<file path="src/rtl/des_cfg_pkg.sv">
// Shared encodings and sizing for the S-box configuration loader.
// Table geometry, command modes and loader states live here.
package des_cfg_pkg;

  localparam int N_SBOX      = 8;
  localparam int N_ROW       = 4;
  localparam int N_COL       = 16;
  localparam int DW          = 4;
  localparam int ENTRIES_BOX = N_ROW * N_COL;
  localparam int ENTRIES_ALL = N_SBOX * ENTRIES_BOX;

  localparam int SW   = 3;
  localparam int RW   = 2;
  localparam int CW   = 4;
  localparam int CNTW = 10;

  typedef enum logic [1:0] {
    MODE_SINGLE = 2'd0,
    MODE_BOX    = 2'd1,
    MODE_ALL    = 2'd2,
    MODE_RSVD   = 2'd3
  } mode_t;

  typedef enum logic [1:0] {
    IDLE = 2'd0,
    LOAD = 2'd1,
    FIN  = 2'd2
  } state_t;

  // Index of the final entry of a command; the entry counter is compared against it.
  function automatic logic [CNTW-1:0] last_index(input mode_t m);
    case (m)
      MODE_BOX: return CNTW'(ENTRIES_BOX - 1);
      MODE_ALL: return CNTW'(ENTRIES_ALL - 1);
      default:  return '0;
    endcase
  endfunction

endpackage

</file>
<file path="src/rtl/des_cfg_addr_gen.sv">
// Cascaded column/row/S-box address counter for the loader's edit bus.
// Column wraps into row, row wraps into S-box only when the caller enables the carry.
module des_cfg_addr_gen
  import des_cfg_pkg::*;
(
  input  logic          clk,
  input  logic          rst,
  input  logic          load,
  input  logic [SW-1:0] load_sbox,
  input  logic [RW-1:0] load_row,
  input  logic [CW-1:0] load_col,
  input  logic          inc,
  input  logic          inc_sbox,
  output logic [SW-1:0] sbox,
  output logic [RW-1:0] row,
  output logic [CW-1:0] col,
  output logic          box_last
);

  logic col_last;

  assign col_last = (col == CW'(N_COL - 1));
  assign box_last = col_last && (row == RW'(N_ROW - 1));

  always_ff @(posedge clk or posedge rst) begin
    if (rst) begin
      sbox <= '0;
      row  <= '0;
      col  <= '0;
    end else if (load) begin
      sbox <= load_sbox;
      row  <= load_row;
      col  <= load_col;
    end else if (inc) begin
      col <= col + CW'(1);
      if (col_last) begin
        row <= row + RW'(1);
      end
      if (inc_sbox) begin
        sbox <= sbox + SW'(1);
      end
    end
  end

endmodule

</file>
<file path="src/rtl/des_sbox_cfg_loader.sv">
// Streams 4-bit table entries onto the shared S-box edit bus in single-entry,
// one-box or all-box mode; every edit-bus output is registered (1-cycle write latency).
module des_sbox_cfg_loader
  import des_cfg_pkg::*;
(
  input  logic          clk,
  input  logic          rst,
  input  logic          start,
  input  logic [1:0]    mode,
  input  logic [SW-1:0] cfg_sbox,
  input  logic [RW-1:0] cfg_row,
  input  logic [CW-1:0] cfg_col,
  input  logic          s_valid,
  input  logic [DW-1:0] s_data,
  input  logic          abort,
  output logic          s_ready,
  output logic          edit_sbox,
  output logic [DW-1:0] new_sbox_val,
  output logic [SW-1:0] sbox_sel,
  output logic [RW-1:0] row_sel,
  output logic [CW-1:0] col_sel,
  output logic          busy,
  output logic          done,
  output logic          err
);

  state_t          state_reg, state_next;
  mode_t           mode_reg, mode_next;
  mode_t           start_mode;
  logic [CNTW-1:0] cnt_reg, cnt_next;
  logic [CNTW-1:0] last_reg, last_next;

  logic            edit_next, done_next, err_next;
  logic [DW-1:0]   val_next;
  logic [SW-1:0]   sbox_sel_next;
  logic [RW-1:0]   row_sel_next;
  logic [CW-1:0]   col_sel_next;

  logic            addr_load, addr_inc, inc_sbox, box_last;
  logic [SW-1:0]   load_sbox, cur_sbox;
  logic [RW-1:0]   load_row, cur_row;
  logic [CW-1:0]   load_col, cur_col;

  assign start_mode = mode_t'(mode);

  // Mode 2 always sweeps from the origin; mode 1 starts at the top-left of one box.
  always_comb begin
    load_sbox = cfg_sbox;
    load_row  = cfg_row;
    load_col  = cfg_col;
    if (start_mode == MODE_ALL) begin
      load_sbox = '0;
      load_row  = '0;
      load_col  = '0;
    end else if (start_mode == MODE_BOX) begin
      load_row  = '0;
      load_col  = '0;
    end
  end

  assign inc_sbox = box_last && (mode_reg == MODE_ALL);

  des_cfg_addr_gen u_addr (
    .clk       (clk),
    .rst       (rst),
    .load      (addr_load),
    .load_sbox (load_sbox),
    .load_row  (load_row),
    .load_col  (load_col),
    .inc       (addr_inc),
    .inc_sbox  (inc_sbox),
    .sbox      (cur_sbox),
    .row       (cur_row),
    .col       (cur_col),
    .box_last  (box_last)
  );

  always_comb begin
    state_next    = state_reg;
    mode_next     = mode_reg;
    cnt_next      = cnt_reg;
    last_next     = last_reg;
    s_ready       = 1'b0;
    busy          = (state_reg != IDLE);
    addr_load     = 1'b0;
    addr_inc      = 1'b0;
    edit_next     = 1'b0;
    done_next     = 1'b0;
    err_next      = 1'b0;
    val_next      = new_sbox_val;
    sbox_sel_next = sbox_sel;
    row_sel_next  = row_sel;
    col_sel_next  = col_sel;

    case (state_reg)
      IDLE: begin
        if (start) begin
          if (start_mode == MODE_RSVD) begin
            err_next = 1'b1;
          end else begin
            mode_next  = start_mode;
            cnt_next   = '0;
            last_next  = last_index(start_mode);
            addr_load  = 1'b1;
            state_next = LOAD;
          end
        end
      end
      LOAD: begin
        // abort gates ready combinationally so nothing is accepted in the abort cycle.
        s_ready = !abort;
        if (abort) begin
          err_next   = 1'b1;
          state_next = IDLE;
        end else if (s_valid) begin
          edit_next     = 1'b1;
          val_next      = s_data;
          sbox_sel_next = cur_sbox;
          row_sel_next  = cur_row;
          col_sel_next  = cur_col;
          addr_inc      = 1'b1;
          cnt_next      = cnt_reg + CNTW'(1);
          if (cnt_reg == last_reg) begin
            state_next = FIN;
          end
        end
      end
      FIN: begin
        done_next  = 1'b1;
        state_next = IDLE;
      end
      default: begin
        state_next = IDLE;
      end
    endcase
  end

  always_ff @(posedge clk or posedge rst) begin
    if (rst) begin
      state_reg    <= IDLE;
      mode_reg     <= MODE_SINGLE;
      cnt_reg      <= '0;
      last_reg     <= '0;
      edit_sbox    <= 1'b0;
      new_sbox_val <= '0;
      sbox_sel     <= '0;
      row_sel      <= '0;
      col_sel      <= '0;
      done         <= 1'b0;
      err          <= 1'b0;
    end else begin
      state_reg    <= state_next;
      mode_reg     <= mode_next;
      cnt_reg      <= cnt_next;
      last_reg     <= last_next;
      edit_sbox    <= edit_next;
      new_sbox_val <= val_next;
      sbox_sel     <= sbox_sel_next;
      row_sel      <= row_sel_next;
      col_sel      <= col_sel_next;
      done         <= done_next;
      err          <= err_next;
    end
  end

endmodule
</file>
<file path="config.mk">
export PLATFORM = sky130hd
export DESIGN_NAME = des_sbox_cfg_loader
export DESIGN_NICKNAME = d
export VERILOG_FILES = /design/src/rtl/des_cfg_pkg.sv /design/src/rtl/des_cfg_addr_gen.sv /design/src/rtl/des_sbox_cfg_loader.sv
export SDC_FILE = /design/constraint.sdc
export NUM_CORES = 1
export LEC_CHECK = 0
export ABC_AREA = 1
export CAP_MARGIN = 20
export CORE_MARGIN = 1
export CORE_UTILIZATION = 50
export DETAILED_ROUTE_END_ITERATION = 7
export PLACE_DENSITY = 0.85
export SKIP_LAST_GASP = 1
export SYNTH_ARGS = -nofsm -noshare
export SYNTH_HDL_FRONTEND = slang
export SYNTH_SLANG_ARGS = --single-unit
</file>
<file path="constraint.sdc">
create_clock -name clk -period 1.8 [get_ports clk]
set_clock_uncertainty 0.15 [all_clocks]
set_input_delay 0.36 -clock clk [delete_from_list [all_inputs] [get_ports clk]]
set_output_delay 0.36 -clock clk [all_outputs]
set_load 0.02 [all_outputs]
</file>
Yosys cells after proc, flatten, opt, wreduce, memory -nomap -nowiden
Index checks and enable logic that the tools add are counted.
{ "totals": {"output_inout_bits": 18, "ff_bits": 49} }
{ "op_classes": {"add_sub_neg": 4, "muxes": 37, "bitwise_logic": 2, "n_reduce_logical": 15, "n_eq_ne": 15} }
{ "ops": {"columns": ["op", "count"], "rows": [
  ["10-bit two-way mux", 4],
  ["2-bit two-way mux", 10],
  ["10-bit case mux with 2 select lines", 1],
  ["9-bit case mux with 2 select lines", 1],
  ["4-bit two-way mux", 4],
  ["3-bit two-way mux", 4],
  ["1-bit two-way mux", 11],
  ["10-bit by 1-bit adder with 10-bit output, second input constant", 1],
  ["10-bit equality test", 1],
  ["2-bit equality test, second input constant", 5],
  ["2-bit nonzero test", 5],
  ["2-bit != test, second input constant", 4],
  ["3-bit != test, second input constant", 2],
  ["3-bit AND reduction", 2],
  ["5-bit AND reduction", 1],
  ["4-bit by 1-bit adder with 4-bit output, second input constant", 1],
  ["2-bit by 1-bit equality test with 1-bit output, second input constant", 2],
  ["4-bit equality test, second input constant", 1],
  ["2-bit case mux with 2 select lines", 1],
  ["2-bit AND reduction", 2],
  ["4-bit AND reduction", 1],
  ["3-bit by 1-bit adder with 3-bit output, second input constant", 1],
  ["2-bit by 1-bit adder with 2-bit output, second input constant", 1],
  ["1-bit logical AND", 2],
  ["4 further kinds", 5]
]} }

Longest topological paths before layout
{ "depth": {"word_depth": 6, "depth_mapped": 8, "ltp_nobuf": 8} }

Cells and area by module
Synthesis repeated with hierarchy kept, for this count alone.
{ "unflattened": {"cells_unflattened": 302, "area_unflattened_um2": 2284.7} }
{ "by_module_without_submodules": {"columns": ["module", "seq_area_each_um2", "n_inst", "area_per_inst_um2", "cells_each"], "rows": [
  ["des_sbox_cfg_loader", 800.8, 1, 1736.7, 230],
  ["des_cfg_addr_gen", 225.2, 1, 548.0, 72]
]} }

Least setup slack after synthesis
No wires, ideal clock.
{ "synth_timing": {"path_type": "input -> register", "start": "input mode[0]", "end": "register u_addr.col[3]", "slack_ns": 0.232, "t_required_ns": 1.534, "setup_time_ns": 0.116, "arrival_ns": 1.301, "path_stages": 8, "cell_sequence": "ha_1 > nor2_1 > nand2_4 > buf_6 > nand2_1 > nand2_1 > nand2_1 > nand2_1"} }
{ "synth_between": {"elab_chain_len": 5, "word_cells_on_any_way": 10} }
{ "synth_lines": {"columns": ["element", "line_no", "source"], "rows": [
  ["start, declared", "des_sbox_cfg_loader.sv:9", "input logic [1:0] mode,"],
  ["2-bit equality test", "des_sbox_cfg_loader.sv:98", "if (start_mode == MODE_RSVD) begin"],
  ["1-bit two-way mux", "des_sbox_cfg_loader.sv:98", null],
  ["1-bit two-way mux", "des_sbox_cfg_loader.sv:97", "if (start) begin"],
  ["1-bit two-way mux", "des_sbox_cfg_loader.sv:95", "case (state_reg)"],
  ["4-bit two-way mux / 2-bit nonzero test (equally long branches)", null, null],
  ["end signal, assigned", "des_cfg_addr_gen.sv:33", "col <= load_col;"],
  ["end signal, assigned", "des_cfg_addr_gen.sv:35", "col <= col + CW'(1);"],
  ["end, declared", "des_cfg_addr_gen.sv:16", "output logic [CW-1:0] col,"]
]} }
Several ways; a longest one is shown, not always the timed one.
A chain may end at the register's enable or synchronous reset.

Final worst setup path
{ "layout_timing": {"start": "input mode[1]", "end": "register u_addr.sbox[1]"} }
{ "layout_between": {"elab_chain_len": 6, "word_cells_on_any_way": 10} }
{ "layout_lines": {"columns": ["element", "line_no", "source"], "rows": [
  ["2-bit equality test", "des_sbox_cfg_loader.sv:98", null],
  ["1-bit two-way mux", "des_sbox_cfg_loader.sv:98", null],
  ["1-bit two-way mux", "des_sbox_cfg_loader.sv:97", null],
  ["1-bit two-way mux", "des_sbox_cfg_loader.sv:95", null],
  ["2-bit nonzero test (no line)", null, null],
  ["2-bit AND reduction (no line)", null, null],
  ["end signal, assigned", "des_cfg_addr_gen.sv:31", "sbox <= load_sbox;"],
  ["end signal, assigned", "des_cfg_addr_gen.sv:40", "sbox <= sbox + SW'(1);"],
  ["end, declared", "des_cfg_addr_gen.sv:14", "output logic [SW-1:0] sbox,"]
]} }
Several ways; a longest one is shown, not always the timed one.

==> impl_metrics.yaml <==
detailed_routing:
  ant_nets: 0
  wl_mm: 4.994
  drtIter0Drc: 135
  drt-pass1-iter-count: 5
  wl_per_cell_microns: 12.52
  via_per_inst: 5.140
  num_vias: 2051
  remaining_drc_errors: 0
sta:
  fin_ws_ps: 26.46
  relSlewSlack_pct: 79.84
  period_needed_ps: 1774
  finalHoldViolCount: 0
  worst_pin_slew_ps: 301.3
  post-route-period-util_pct: 98.53
  holdWs_ps: 268.3
  clock.fmax_ghz: 0.5638
  setup_viol: 0
  slew_violations: 0
clock_tree:
  clock-sinks: 41
  ctsHoldBuffers: 0
  cts_root_buf: "clkbuf_8"
  htree_levels: 2
  cts_tree: "yes"
  numCtsBuffers: 5
  cts.clk_slew.worst_paths_ps: 80
  clk_latency_ps: 290
  clk_path_buf_depth: 2
pwr:
  powerDensity_mw_per_mm2: 1389
  finalPower_w: 0.004096
  leakage_nw: 1.635
  worst_ir_drop_vdd_mv: 0.8479
logic_synthesis:
  synth_top_family_by_area: "simple AND/OR/NAND/NOR gates"
  synth_top_cell_by_area: "dfrtp_1"
  synth_xor_xnor_area_share_pct: 0.8009
  ys_types: 28
  synthesis.area_sq_mm: 0.002187
  yosys_warnings: 0
  synth_area_leaders: "dfrtp_1 (47%), nand2_1 (18%), nand3_1 (5.3%)"
  synth_fa_ha_area_share_pct: 4.005
  seq_area_frac_synth_pct: 46.91
  synthMuxAreaShare_pct: 0
  synth_top_area_share_pct: 46.91
  synth_seq_cells: 41
  synthCells: 280
  syn_nets: 307
  synth_compound_area_share_pct: 8.238
  synth_simple_gate_area_share_pct: 32.55
  synth_area_per_cell_sq_um: 7.811
global_route:
  grt_use_total_pct: 23.35
  grt_max_degree: 42
  grt_overflow: 0
  grt_pass1_vias: 1863
  grt_pass1_wl_mm: 8.066
  antenna_found_initial: 0
setup_path:
  crit_start: "mode[1]"
  endpoint_kind: "flop"
  cp_max_fo: 13
  path_buf_inv: 2
  critPathSlowestCell: "clkdlybuf4s50_1"
  worst-endpoint-arrival_ps: 1860
  slowest_delay_ps: 460
  cp_common_cell: "nand2_1"
  rr_startpoint: "state_reg[1]$_DFFE_PP0P_"
  crit_type: "input port to flop"
  start_kind: "input port"
  required_ps: 1890
  path_cells: "clkdlybuf4s50_1 > ha_4 > nor2_4 > nand2_8 > nor2_8 > buf_4 > nand2_1 > nand2_1 > nand3_1 > nand2_1"
  reg2reg_slack_ps: 100
  crit_family: "simple AND/OR/NAND/NOR gates"
die:
  core_area_sq_mm: 0.004086
  num_rows: 23
  io_pins: 38
  fp.dieH_microns: 68.14
  die_area_sq_mm: 0.004642
  start_util_pct: 53.52
  fp.dieW_microns: 68.14
final_layout:
  layout_commonest_cell: "nand2_1"
  nNetsFinal: 375
  layout_common_cells: "nand2_1 (106), dfrtp_1 (40), buf_4 (30)"
  syn_to_final_growth_pct: 34.78
  n_antenna_cell: 0
  largest_reg_flops: 10
  drive_gt1_share_pct: 15.76
  fin_area_sq_mm: 0.002948
placed_design:
  dp_slack_ps: -338.6
  placed_area_sq_mm: 0.002761
  place.gp.congestion: 0.8776
  post-dp-hpwl_mm: 3.468
  port_buffers: 37
outcome:
  outcome: "complete, no violations"
job:
  drv_cap: 0
worst_hold_path:
  hold_class: "input port to asynchronous set/reset pin"
==> repair_timing <==
action | CTS | global route
buffers inserted | 0 | 7
setup endpoints to repair | 8 | 23
pin swaps | 0 | 3
resized for setup | 7 | 19
==> report_power, final <==
group / total (W) / switching, W / internal (W)
logic: 0.00203 / 0.00115 / 0.000887
clock network: 0.000588 / 0.000319 / 0.000269
registers: 0.00147 / 0.000234 / 0.00124
==> per-layer routing <==
metal / vias up / track usage (%) / routed length [microns]
li1: 1021 / - / -
met2: 60 / 35.66 / 2452
met1: 964 / 31.68 / 2241
met4: 0 / 9.115 / 57
met3: 6 / 5.667 / 243
met5: - / 0 / 0
==> path summary, 6_finish.rpt <==
kind | to | cells after the start
worst min register to register | sbox_sel[0]$_DFFE_PP0P_ | 2
worst min-delay path | new_sbox_val[3]$_DFFE_PP0P_ | 3
max in group asynchronous | state_reg[0]$_DFFE_PP0P_ | 3
min in group clk | sbox_sel[0]$_DFFE_PP0P_ | 2
worst max-delay path | u_addr.sbox[1]$_DFFE_PP0P_ | 10
worst max register to register | u_addr.sbox[1]$_DFFE_PP0P_ | 10
==> synth_stat cells, drive strengths merged <==
cell	instances
nand4	7
ha	7
nand2	109
a21boi	2
inv	30
nand3b	1
buf	6
nand3	23
or2	1
nor2	21
dfrtp	41
a32o	1
o21ai	21
xor2	2
clkbuf	1
a21oi	7
==> tightest hold or removal path: cells and delay by family <==
| family | cells | cell delay, ps |
|---|---|---|
| buf+inv | 3 | 710 |
==> kinds of logic after synthesis <==
kind of cell	Yosys count
buffers and inverters	37
DFF	41
and+or+nand+nor	162
AOI/OAI and AO/OA	31
xor gates and xnor gates	2
adders and majority gates	7
==> cell type report <==
type / count / area [sq um]
Fill cell: 302 / 1139
Multi-Input combinational cell: 202 / 1033
Sequential cell: 41 / 1027
Timing Repair Buffer: 68 / 629.4
Inverter: 30 / 112.6
Clock buffer: 6 / 72.57
Tap cell: 50 / 62.56
Clock inverter: 2 / 10.01
==> through the flow <==
stage | setup TNS [ps] | utilization [%] | std cells
2_1_floorplan | 0 | - | 280
3_3_place_gp | -5438 | 67.58 | 384
3_5_place_dp | -6405 | 67.58 | 384
4_1_cts | -12.74 | 69.66 | 392
5_1_grt | -80.33 | 72.14 | 399
6_report | 0 | 72.14 | 399
No activity file was read; power rests on OpenSTA's default activity.
